**src/rtl/uart_cmd_pkg.sv**
```systemverilog
// Shared constants, parser state type and byte-classification helpers for the
// UART command decoder.
package uart_cmd_pkg;

    localparam int unsigned BTN_W = 5;
    localparam int unsigned RPT_W = 4;
    localparam int unsigned CNT_W = 7;

    localparam logic [7:0] ASC_C    = 8'h63;
    localparam logic [7:0] ASC_U    = 8'h75;
    localparam logic [7:0] ASC_D    = 8'h64;
    localparam logic [7:0] ASC_L    = 8'h6C;
    localparam logic [7:0] ASC_R    = 8'h72;
    localparam logic [7:0] ASC_W    = 8'h77;
    localparam logic [7:0] ASC_S    = 8'h73;
    localparam logic [7:0] ASC_T    = 8'h74;
    localparam logic [7:0] ASC_H    = 8'h68;
    localparam logic [7:0] ASC_X    = 8'h78;
    localparam logic [7:0] ASC_0    = 8'h30;
    localparam logic [7:0] ASC_9    = 8'h39;
    localparam logic [7:0] ASC_HASH = 8'h23;
    localparam logic [7:0] ASC_ESC  = 8'h1B;
    localparam logic [7:0] ASC_CR   = 8'h0D;
    localparam logic [7:0] ASC_LF   = 8'h0A;

    localparam int unsigned BTN_C = 4;
    localparam int unsigned BTN_U = 3;
    localparam int unsigned BTN_D = 2;
    localparam int unsigned BTN_L = 1;
    localparam int unsigned BTN_R = 0;

    localparam int unsigned RPT_WATCH = 3;
    localparam int unsigned RPT_SR04  = 2;
    localparam int unsigned RPT_TEMP  = 1;
    localparam int unsigned RPT_HUMID = 0;

    typedef enum logic [1:0] {
        ST_IDLE,
        ST_PREFIX,
        ST_DIGIT,
        ST_REPEAT
    } state_t;

    function automatic logic is_digit(input logic [7:0] b);
        return (b >= ASC_0) && (b <= ASC_9);
    endfunction

    function automatic logic is_btn(input logic [7:0] b);
        return (b == ASC_C) || (b == ASC_U) || (b == ASC_D) ||
               (b == ASC_L) || (b == ASC_R);
    endfunction

    function automatic logic [2:0] btn_idx(input logic [7:0] b);
        logic [2:0] idx;
        case (b)
            ASC_C:   idx = 3'(BTN_C);
            ASC_U:   idx = 3'(BTN_U);
            ASC_D:   idx = 3'(BTN_D);
            ASC_L:   idx = 3'(BTN_L);
            default: idx = 3'(BTN_R);
        endcase
        return idx;
    endfunction

    // Upper-case letters map onto lower case only when folding is enabled.
    function automatic logic [7:0] fold_case(input logic [7:0] b, input logic en);
        logic [7:0] r;
        r = b;
        if (en && (b >= 8'h41) && (b <= 8'h5A)) r = b | 8'h20;
        return r;
    endfunction

endpackage

```
**src/rtl/uart_cmd_repeater.sv**
```systemverilog
// Paced button pulse train: first pulse registered on the start edge, then one
// pulse every PULSE_GAP+1 cycles until count pulses have been emitted.
module uart_cmd_repeater
    import uart_cmd_pkg::*;
#(
    parameter int unsigned PULSE_GAP = 3
) (
    input  logic             clk,
    input  logic             rst,
    input  logic             start,
    input  logic [2:0]       btn_idx,
    input  logic [CNT_W-1:0] count,
    input  logic             abort,
    output logic [BTN_W-1:0] pulse,
    output logic             done
);

    localparam int unsigned GAP_W = $clog2(PULSE_GAP + 1);

    logic             active;
    logic [2:0]       idx_q;
    logic [CNT_W-1:0] remaining;
    logic [GAP_W-1:0] gap;

    // done is high alongside the last pulse; the following edge retires the train.
    always_ff @(posedge clk) begin
        if (rst || abort) begin
            active    <= 1'b0;
            idx_q     <= 3'd0;
            remaining <= '0;
            gap       <= '0;
            pulse     <= '0;
            done      <= 1'b0;
        end else if (start) begin
            active    <= 1'b1;
            idx_q     <= btn_idx;
            remaining <= count - CNT_W'(1);
            gap       <= GAP_W'(PULSE_GAP);
            pulse     <= BTN_W'(1) << btn_idx;
            done      <= (count == CNT_W'(1));
        end else if (active) begin
            if (done) begin
                active <= 1'b0;
                pulse  <= '0;
                done   <= 1'b0;
            end else if (gap == GAP_W'(0)) begin
                pulse     <= BTN_W'(1) << idx_q;
                remaining <= remaining - CNT_W'(1);
                gap       <= GAP_W'(PULSE_GAP);
                done      <= (remaining == CNT_W'(1));
            end else begin
                pulse <= '0;
                gap   <= gap - GAP_W'(1);
            end
        end
    end

endmodule

```
**src/rtl/uart_cmd_decoder.sv**
```systemverilog
// ASCII command decoder: single-letter commands become one-cycle pulses and a
// "#<n><btn>" prefix launches a paced repeat train; every byte is echoed.
module uart_cmd_decoder
    import uart_cmd_pkg::*;
#(
    parameter int unsigned NUM_SW      = 4,
    parameter int unsigned PULSE_GAP   = 3,
    parameter int unsigned CMD_TIMEOUT = 1000,
    parameter int unsigned CASE_FOLD   = 1
) (
    input  logic              iClk,
    input  logic              iRst,
    input  logic [7:0]        iRxData,
    input  logic              iRxValid,
    output logic [BTN_W-1:0]  oBtn,
    output logic [NUM_SW-1:0] oTglSw,
    output logic              oClrSwTgl,
    output logic [RPT_W-1:0]  oReqRpt,
    output logic [7:0]        oLoopData,
    output logic              oLoopValid,
    output logic              oBusy,
    output logic              oErr
);

    localparam int unsigned TMR_W = $clog2(CMD_TIMEOUT + 1);

    state_t             state, state_next;
    logic [CNT_W-1:0]   count, count_next;
    logic               two_dig, two_dig_next;
    logic [TMR_W-1:0]   timer, timer_next;

    logic [7:0]         cmd;
    logic [3:0]         digit;
    logic               rx_digit, rx_btn, esc, in_prefix, timeout_c;

    logic               rep_start, rep_done;
    logic [2:0]         rep_idx;
    logic [CNT_W-1:0]   rep_count;

    logic [NUM_SW-1:0]  tgl_next;
    logic               clr_next, err_next;
    logic [RPT_W-1:0]   rpt_next;

    assign cmd       = fold_case(iRxData, CASE_FOLD != 0);
    assign digit     = 4'(iRxData - ASC_0);
    assign rx_digit  = iRxValid && is_digit(iRxData);
    assign rx_btn    = iRxValid && is_btn(cmd);
    assign esc       = iRxValid && (iRxData == ASC_ESC);
    assign in_prefix = (state == ST_PREFIX) || (state == ST_DIGIT);
    // A byte on the expiry edge takes precedence over the timeout.
    assign timeout_c = in_prefix && !iRxValid && (timer == TMR_W'(CMD_TIMEOUT - 1));

    always_ff @(posedge iClk) begin
        if (iRst) state <= ST_IDLE;
        else      state <= state_next;
    end

    always_comb begin
        state_next = state;
        if (esc) begin
            state_next = ST_IDLE;
        end else begin
            case (state)
                ST_IDLE:   if (iRxValid && (iRxData == ASC_HASH)) state_next = ST_PREFIX;
                ST_PREFIX: begin
                    if (rx_digit)                    state_next = ST_DIGIT;
                    else if (iRxValid || timeout_c)  state_next = ST_IDLE;
                end
                ST_DIGIT: begin
                    if (rx_digit && !two_dig)                  state_next = ST_DIGIT;
                    else if (rx_btn && (count != CNT_W'(0)))   state_next = ST_REPEAT;
                    else if (iRxValid || timeout_c)            state_next = ST_IDLE;
                end
                ST_REPEAT: if (rep_done) state_next = ST_IDLE;
                default:   state_next = ST_IDLE;
            endcase
        end
    end

    // Next values for the registered outputs, count, digit flag and timer.
    always_comb begin
        count_next   = count;
        two_dig_next = two_dig;
        timer_next   = '0;
        rep_start    = 1'b0;
        rep_idx      = btn_idx(cmd);
        rep_count    = CNT_W'(1);
        tgl_next     = '0;
        clr_next     = 1'b0;
        rpt_next     = '0;
        err_next     = 1'b0;

        if (in_prefix && !iRxValid) timer_next = timer + TMR_W'(1);

        if (!esc) begin
            case (state)
                ST_IDLE: begin
                    rep_start = rx_btn;
                    if (rx_digit && (32'(digit) < NUM_SW)) tgl_next = NUM_SW'(1) << digit;
                    clr_next            = iRxValid && (cmd == ASC_X);
                    rpt_next[RPT_WATCH] = iRxValid && (cmd == ASC_W);
                    rpt_next[RPT_SR04]  = iRxValid && (cmd == ASC_S);
                    rpt_next[RPT_TEMP]  = iRxValid && (cmd == ASC_T);
                    rpt_next[RPT_HUMID] = iRxValid && (cmd == ASC_H);
                    if (iRxValid && (iRxData == ASC_HASH)) begin
                        count_next   = '0;
                        two_dig_next = 1'b0;
                    end
                end
                ST_PREFIX: begin
                    if (rx_digit) begin
                        count_next   = CNT_W'(digit);
                        two_dig_next = 1'b0;
                    end else if (iRxValid || timeout_c) begin
                        err_next = 1'b1;
                    end
                end
                ST_DIGIT: begin
                    if (rx_digit) begin
                        if (two_dig) begin
                            err_next = 1'b1;
                        end else begin
                            count_next   = count * CNT_W'(10) + CNT_W'(digit);
                            two_dig_next = 1'b1;
                        end
                    end else if (rx_btn) begin
                        if (count == CNT_W'(0)) begin
                            err_next = 1'b1;
                        end else begin
                            rep_start = 1'b1;
                            rep_count = count;
                        end
                    end else if (iRxValid || timeout_c) begin
                        err_next = 1'b1;
                    end
                end
                ST_REPEAT: err_next = iRxValid;
                default:   err_next = 1'b0;
            endcase
        end
    end

    always_ff @(posedge iClk) begin
        if (iRst) begin
            count      <= '0;
            two_dig    <= 1'b0;
            timer      <= '0;
            oTglSw     <= '0;
            oClrSwTgl  <= 1'b0;
            oReqRpt    <= '0;
            oLoopData  <= 8'h00;
            oLoopValid <= 1'b0;
            oBusy      <= 1'b0;
            oErr       <= 1'b0;
        end else begin
            count      <= count_next;
            two_dig    <= two_dig_next;
            timer      <= timer_next;
            oTglSw     <= tgl_next;
            oClrSwTgl  <= clr_next;
            oReqRpt    <= rpt_next;
            oLoopData  <= iRxValid ? iRxData : 8'h00;
            oLoopValid <= iRxValid;
            oBusy      <= (state_next != ST_IDLE);
            oErr       <= err_next;
        end
    end

    uart_cmd_repeater #(
        .PULSE_GAP (PULSE_GAP)
    ) u_repeater (
        .clk     (iClk),
        .rst     (iRst),
        .start   (rep_start),
        .btn_idx (rep_idx),
        .count   (rep_count),
        .abort   (esc),
        .pulse   (oBtn),
        .done    (rep_done)
    );

endmodule

```
**config.mk**
```make
export PLATFORM = sky130hd
export DESIGN_NAME = uart_cmd_decoder
export DESIGN_NICKNAME = d
export VERILOG_FILES = /design/src/rtl/uart_cmd_pkg.sv /design/src/rtl/uart_cmd_repeater.sv /design/src/rtl/uart_cmd_decoder.sv
export SDC_FILE = /design/constraint.sdc
export NUM_CORES = 1
export LEC_CHECK = 0
export CAP_MARGIN = 10
export CELL_PAD_IN_SITES_DETAIL_PLACEMENT = 0
export CELL_PAD_IN_SITES_GLOBAL_PLACEMENT = 2
export CORE_MARGIN = 1
export CORE_UTILIZATION = 34
export DETAILED_ROUTE_END_ITERATION = 8
export PLACE_DENSITY = 0.79
export SLEW_MARGIN = 20
export SYNTH_ARGS = -nofsm -noshare
export SYNTH_HDL_FRONTEND = slang
export SYNTH_SLANG_ARGS = --single-unit
```
**constraint.sdc**
```tcl
create_clock -name iClk -period 3.8 [get_ports iClk]
set_clock_uncertainty 0.15 [all_clocks]
set_input_delay 1.14 -clock iClk [delete_from_list [all_inputs] [get_ports iClk]]
set_output_delay 1.14 -clock iClk [all_outputs]
set_load 0.02 [all_outputs]
```
# Word-level counts from Yosys, hierarchy flattened
# Cells that the tools add are included.
# word_totals
output_inout_bits	25
input_bits	11
reg_bits	59
elab_cells	157
# op_classes
muxes	55
bitwise_logic	5
n_lt_le_gt_ge	5
add_sub_neg	6
eq_ne	23
multipliers	1
n_reduce_logical	42
shift	3
# op_table
op	n
7-bit two-way mux	13
8-bit by 7-bit equality test with 1-bit output, second input constant	10
2-bit two-way mux	11
7-bit case mux with 3 select lines	1
1-bit two-way mux	20
5-bit two-way mux	4
1-bit logical AND	16
7-bit by 1-bit equality test with 1-bit output, second input constant	2
7-bit by 1-bit subtractor with 7-bit output, second input constant	2
3-bit case mux with 4 select lines	1
10-bit by 1-bit adder with 10-bit output, second input constant	1
10-bit equality test, second input constant	1
2-bit inequality test, second input constant	5
1-bit by 3-bit << shifter with 5-bit output, first input constant	2
8-bit by 5-bit equality test with 1-bit output, second input constant	1
8-bit by 6-bit equality test with 1-bit output, second input constant	1
8-bit by 6-bit greater-or-equal comparator with 1-bit output, second input constant	1
8-bit by 7-bit greater-or-equal comparator with 1-bit output, second input constant	1
8-bit by 6-bit <= comparator with 1-bit output, second input constant	1
8-bit by 7-bit <= comparator with 1-bit output, second input constant	1
2-bit case mux with 4 select lines	1
7-bit by 4-bit adder with 7-bit output	1
7-bit zero test	1
1-bit logical OR	7
other kinds (23)	35

# Longest topological paths before layout
# depth
ltp_word	15
ltp_mapped	13
mapped_depth_nobuf	11

# Cells and area by module
# From an unflattened synthesis, not the netlist that was laid out.
# unflattened
hier_cells	381
hier_area_um2	3313.2
# modules_own_cells
module	cells_per_inst	n_inst	seq_area_each_um2	area_per_inst_um2
uart_cmd_decoder	256	1	800.8	2230.9
uart_cmd_repeater	125	1	380.4	1082.3

# Worst setup path before layout
# Ideal clock, no wire load.
# synth_timing
path_kind	in2reg
startpoint	input port iRxData[1]
endpoint	register u_repeater.remaining[4]
slack_ns	0.459
required_ns	3.580
path_buffers	2
setup_time_ns	0.070
t_arrival_ns	3.120
cell_stages	13
cell_sequence	buf_2 -> o21ai_1 -> nand3_1 -> and3_1 -> buf_2 -> and2b_1 -> nand2_1 -> inv_1 -> ha_1 -> nand2_1 -> mux2i_1 -> a211o_1 -> a21oi_1
# synth_between
elab_chain_len	15
word_cells_on_any_way	35
cone_classes	1 x add/sub; 4 x order compare; 7 x eq/ne; 10 x mux; 13 x reduce/logical
# synth_lines
item	line_no	rtl
start, declared	uart_cmd_decoder.sv:13	input logic [7:0] iRxData,
8-bit by 7-bit greater-or-equal comparator with 1-bit output or 8-bit by 7-bit <= comparator with 1-bit output (tied branches)	uart_cmd_pkg.sv:69	if (en && (b >= 8'h41) && (b <= 8'h5A)) r = b | 8'h20;
1-bit logical AND	uart_cmd_pkg.sv:69	
6-bit two-way mux	uart_cmd_pkg.sv:69	
8-bit by 7-bit equality test with 1-bit output	uart_cmd_pkg.sv:49	return (b == ASC_C) || (b == ASC_U) || (b == ASC_D) ||
1-bit logical OR (3 in series)	uart_cmd_pkg.sv:49	
1-bit logical OR	uart_cmd_pkg.sv:50	(b == ASC_L) || (b == ASC_R);
1-bit logical AND	uart_cmd_decoder.sv:47	assign rx_btn = iRxValid && is_btn(cmd);
7-bit two-way mux or 1-bit two-way mux (tied branches)	uart_cmd_decoder.sv:126	end else if (rx_btn) begin
7-bit two-way mux or 1-bit two-way mux (tied branches)	uart_cmd_decoder.sv:119	if (rx_digit) begin
7-bit two-way mux or 1-bit case mux with 2 select lines (tied branches)	uart_cmd_decoder.sv:96	case (state)
7-bit two-way mux or 1-bit two-way mux (tied branches)	uart_cmd_decoder.sv:95	if (!esc) begin
7-bit by 1-bit subtractor with 7-bit output, or another cell as far along	uart_cmd_repeater.sv:37	remaining <= count - CNT_W'(1);
7-bit two-way mux or 3-bit AND reduction (tied branches)	-	
end signal, assigned	uart_cmd_repeater.sv:37	
end signal, assigned	uart_cmd_repeater.sv:48	remaining <= remaining - CNT_W'(1);
end, declared	uart_cmd_repeater.sv:22	logic [CNT_W-1:0] remaining;
# Parallel ways exist; a longest one is shown, timed or not.
# A chain may end at the register's enable or synchronous reset.

# Worst setup path in the final report
# layout_timing
startpoint	input port iRxData[4]
endpoint	register u_repeater.remaining[4]
# Same word-level chain as after synthesis.

==> impl_metrics.env <==
export IMPL_cts_tree="done"
export IMPL_crit_type="input pin to flop"
export IMPL_remaining_drc_errors=0
export IMPL_switchingPower_uw=299.7
export IMPL_netlist_area_um2=3314
export IMPL_maxSlewHeadroom_pct=65.17
export IMPL_min_path_type="flop to flop"
export IMPL_io_buffers=35
export IMPL_crit_fanout=6
export IMPL_post_place_ws_ps=-5.335
export IMPL_yosysUniqueCellTypes=69
export IMPL_n_antenna_cell=0
export IMPL_drt_pass1_iter_count=4
export IMPL_period_share_pct=91.42
export IMPL_drt_iter0_markers=118
export IMPL_required_ps=3910
export IMPL_ys_seq_area_share_pct=35.64
export IMPL_vias=2871
export IMPL_tightestPinTransition_ps=517.7
export IMPL_power_density_nw_per_um2=303.8
export IMPL_irDropWorstVdd_uv=118.8
export IMPL_placed_cell_area_um2=3909
export IMPL_leakagePower_nw=1.513
export IMPL_post_cts_buffers=0
export IMPL_synth_warnings=0
export IMPL_seqPwrFrac_pct=51.0
export IMPL_crit_arrival_ps=3590
export IMPL_grt_max_degree=23
export IMPL_finalHoldViolCount=0
export IMPL_synth_cells=385
export IMPL_clk_pin_slew_worst_paths_ps=70
export IMPL_ant_nets=0
export IMPL_h_tree_depth=3
export IMPL_numCtsBuffers=9
export IMPL_intPower_uw=938.4
export IMPL_p_sw_share_pct=24.20
export IMPL_rows=35
export IMPL_rsz0062_at_grt="false"
export IMPL_cts_resized=0
export IMPL_end_kind="flop"
export IMPL_drive_gt1_share_pct=11.67
export IMPL_status="finished, final reports clean"
export IMPL_drv_slew=0
export IMPL_io_pins=36
export IMPL_max_cap_violations=0
export IMPL_design_area_um2=4075
export IMPL_initial_core_util_pct=35.53
export IMPL_syn_to_final_growth_pct=22.95
export IMPL_fmax_mhz=287.8
export IMPL_syn_avg_cell_area_um2=8.609
export IMPL_core_region_area_um2=9328
export IMPL_clk_latency_ps=330
export IMPL_gp_congestion=0.8226
export IMPL_critical_path_startpoint_type="input pin"
export IMPL_totalWireLength_um=7914
export IMPL_layout_nets=465
export IMPL_cts_sinks=59
export IMPL_hpwlAfterDp_um=6013
export IMPL_grt_overflow=0
export IMPL_clockPowerShare_pct=40.2
export IMPL_setup_viol=0
export IMPL_viasPerCell=5.072
export IMPL_synth_seq_cells=59
export IMPL_synth_fp_nets=416
export IMPL_power_frac_comb_pct=8.8
export IMPL_holdBufCountCts=0
export IMPL_die_h_um=100.7
export IMPL_grt_pass1_wl_um=13490
export IMPL_antenna_found_initial=0
export IMPL_period_needed_ps=3474
export IMPL_cts_root_buf="clkbuf_8"
export IMPL_ys_async_sr_fraction_pct=0
export IMPL_dieWidth_um=100.7
export IMPL_grt_pass1_vias=2789
export IMPL_final_common_cell="dfxtp_1"
export IMPL_synth_edf_count=0
export IMPL_cts_buffer_depth=2
export IMPL_dieArea_um2=10150
export IMPL_wl_per_cell_um=13.98
export IMPL_fin_ws_ps=325.9
export IMPL_final_util_pct=43.69
export IMPL_synthFlopType="dfxtp_1"
export IMPL_final_cell_mix="dfxtp_1 (59), nor2_1 (39), nand2_1 (35), clkdlybuf4s50_1 (35)"
export IMPL_grt_use_total_pct=17.13
metrics by stage:
step / std cells / TNS (ps) / hold WS (ps) / power [mW]
after global routing: 566 / 0 / 361.9 / 1.291
final: 566 / 0 / 318.0 / 1.238
after global placement: 552 / 0 / 293.5 / 0.7539
after detailed placement: 552 / -5.335 / 305.6 / 0.7544
after CTS: 566 / 0 / 323.8 / 1.257
after floorplan: 385 / 0 / 279.9 / 0.7046
state kept, by name, indices dropped and copies added (netlist names), 2 cells and up:
register	count
u_repeater.remaining	7
oReqRpt	4
u_repeater.pulse	5
u_repeater.gap	2
u_repeater.idx_q	3
oLoopData	8
oTglSw	4
timer	10
count	7
state	2
kinds of logic after synthesis:
family	count (synthesis)	share of synthesized area [%]
AOI/OAI and AO/OA	80	17.18
DFF	59	35.64
xor gates and xnor gates	18	4.757
muxes	2	0.6040
adders and majority gates	20	8.003
and+or+nand+nor	170	28.65
buffers and inverters	36	5.172
routing by layer:
layer,vias up,track usage [%],wire [um]
met2,58,28.08,3679
li1,1472,-,-
met4,0,7.246,141
met5,-,0,0
met1,1330,21.92,3818
met3,11,3.398,275
critical path, stage by stage:
cell             delay, ps
clkdlybuf4s50_1        610
buf_4                  210
nand2b_1               110
o22ai_1                280
o31ai_4                 80
and2b_1                230
nand2_1                 90
ha_1                   300
nand2_1                 80
mux2i_1                 60
a211o_1                270
a21oi_1                130
layout make-up:
| class | instances | area [um2] |
|---|---|---|
| clock inverter | 3 | 15.01 |
| inverter | 17 | 63.81 |
| clock buffer | 11 | 151.4 |
| fill | 970 | 5253 |
| tap | 129 | 161.4 |
| sequential | 59 | 1181 |
| timing repair buffer | 57 | 540.5 |
| multi-input combinational | 290 | 1962 |
synth_stat cells, types with 5 or more instances:
cell type | n | share of area [%]
a211oi_1 | 6 | 1.4
a21oi_1 | 20 | 3.0
and2_1 | 9 | 1.7
clkbuf_1 | 7 | 0.79
dfxtp_1 | 59 | 36
ha_1 | 18 | 6.8
inv_1 | 17 | 1.9
nand2_1 | 35 | 4.0
nand2b_1 | 7 | 1.3
nand3_1 | 12 | 1.8
nor2_1 | 39 | 4.4
nor2b_1 | 5 | 0.94
nor3_1 | 12 | 1.8
o21ai_0 | 10 | 1.5
or3_1 | 12 | 2.3
xnor2_1 | 9 | 2.4
xor2_1 | 9 | 2.4
power groups by stage:
stage                     registers, mW  clock network [mW]  logic, mW
after global routing              0.632               0.541      0.119
after floorplan                   0.651                   0     0.0540
after CTS                         0.631               0.516      0.109
final                             0.631               0.498      0.109
after global placement            0.645                   0      0.109
after detailed placement          0.645                   0      0.109
worst paths after layout:
| check | endpoint | slack [ps] | startpoint | cells after the start |
|---|---|---|---|---|
| max | u_repeater.remaining[4]$_SDFFE_PP0P_ | 330 | iRxData[4] | 12 |
| min | timer[0]$_SDFF_PP0_ | 320 | timer[0]$_SDFF_PP0_ | 1 |
| max reg2reg | count[6]$_SDFFE_PP0P_ | 1170 | count[1]$_SDFFE_PP0P_ | 8 |
| min reg2reg | timer[0]$_SDFF_PP0_ | 320 | timer[0]$_SDFF_PP0_ | 1 |
Note: power is estimated with default switching activity, not from simulation.
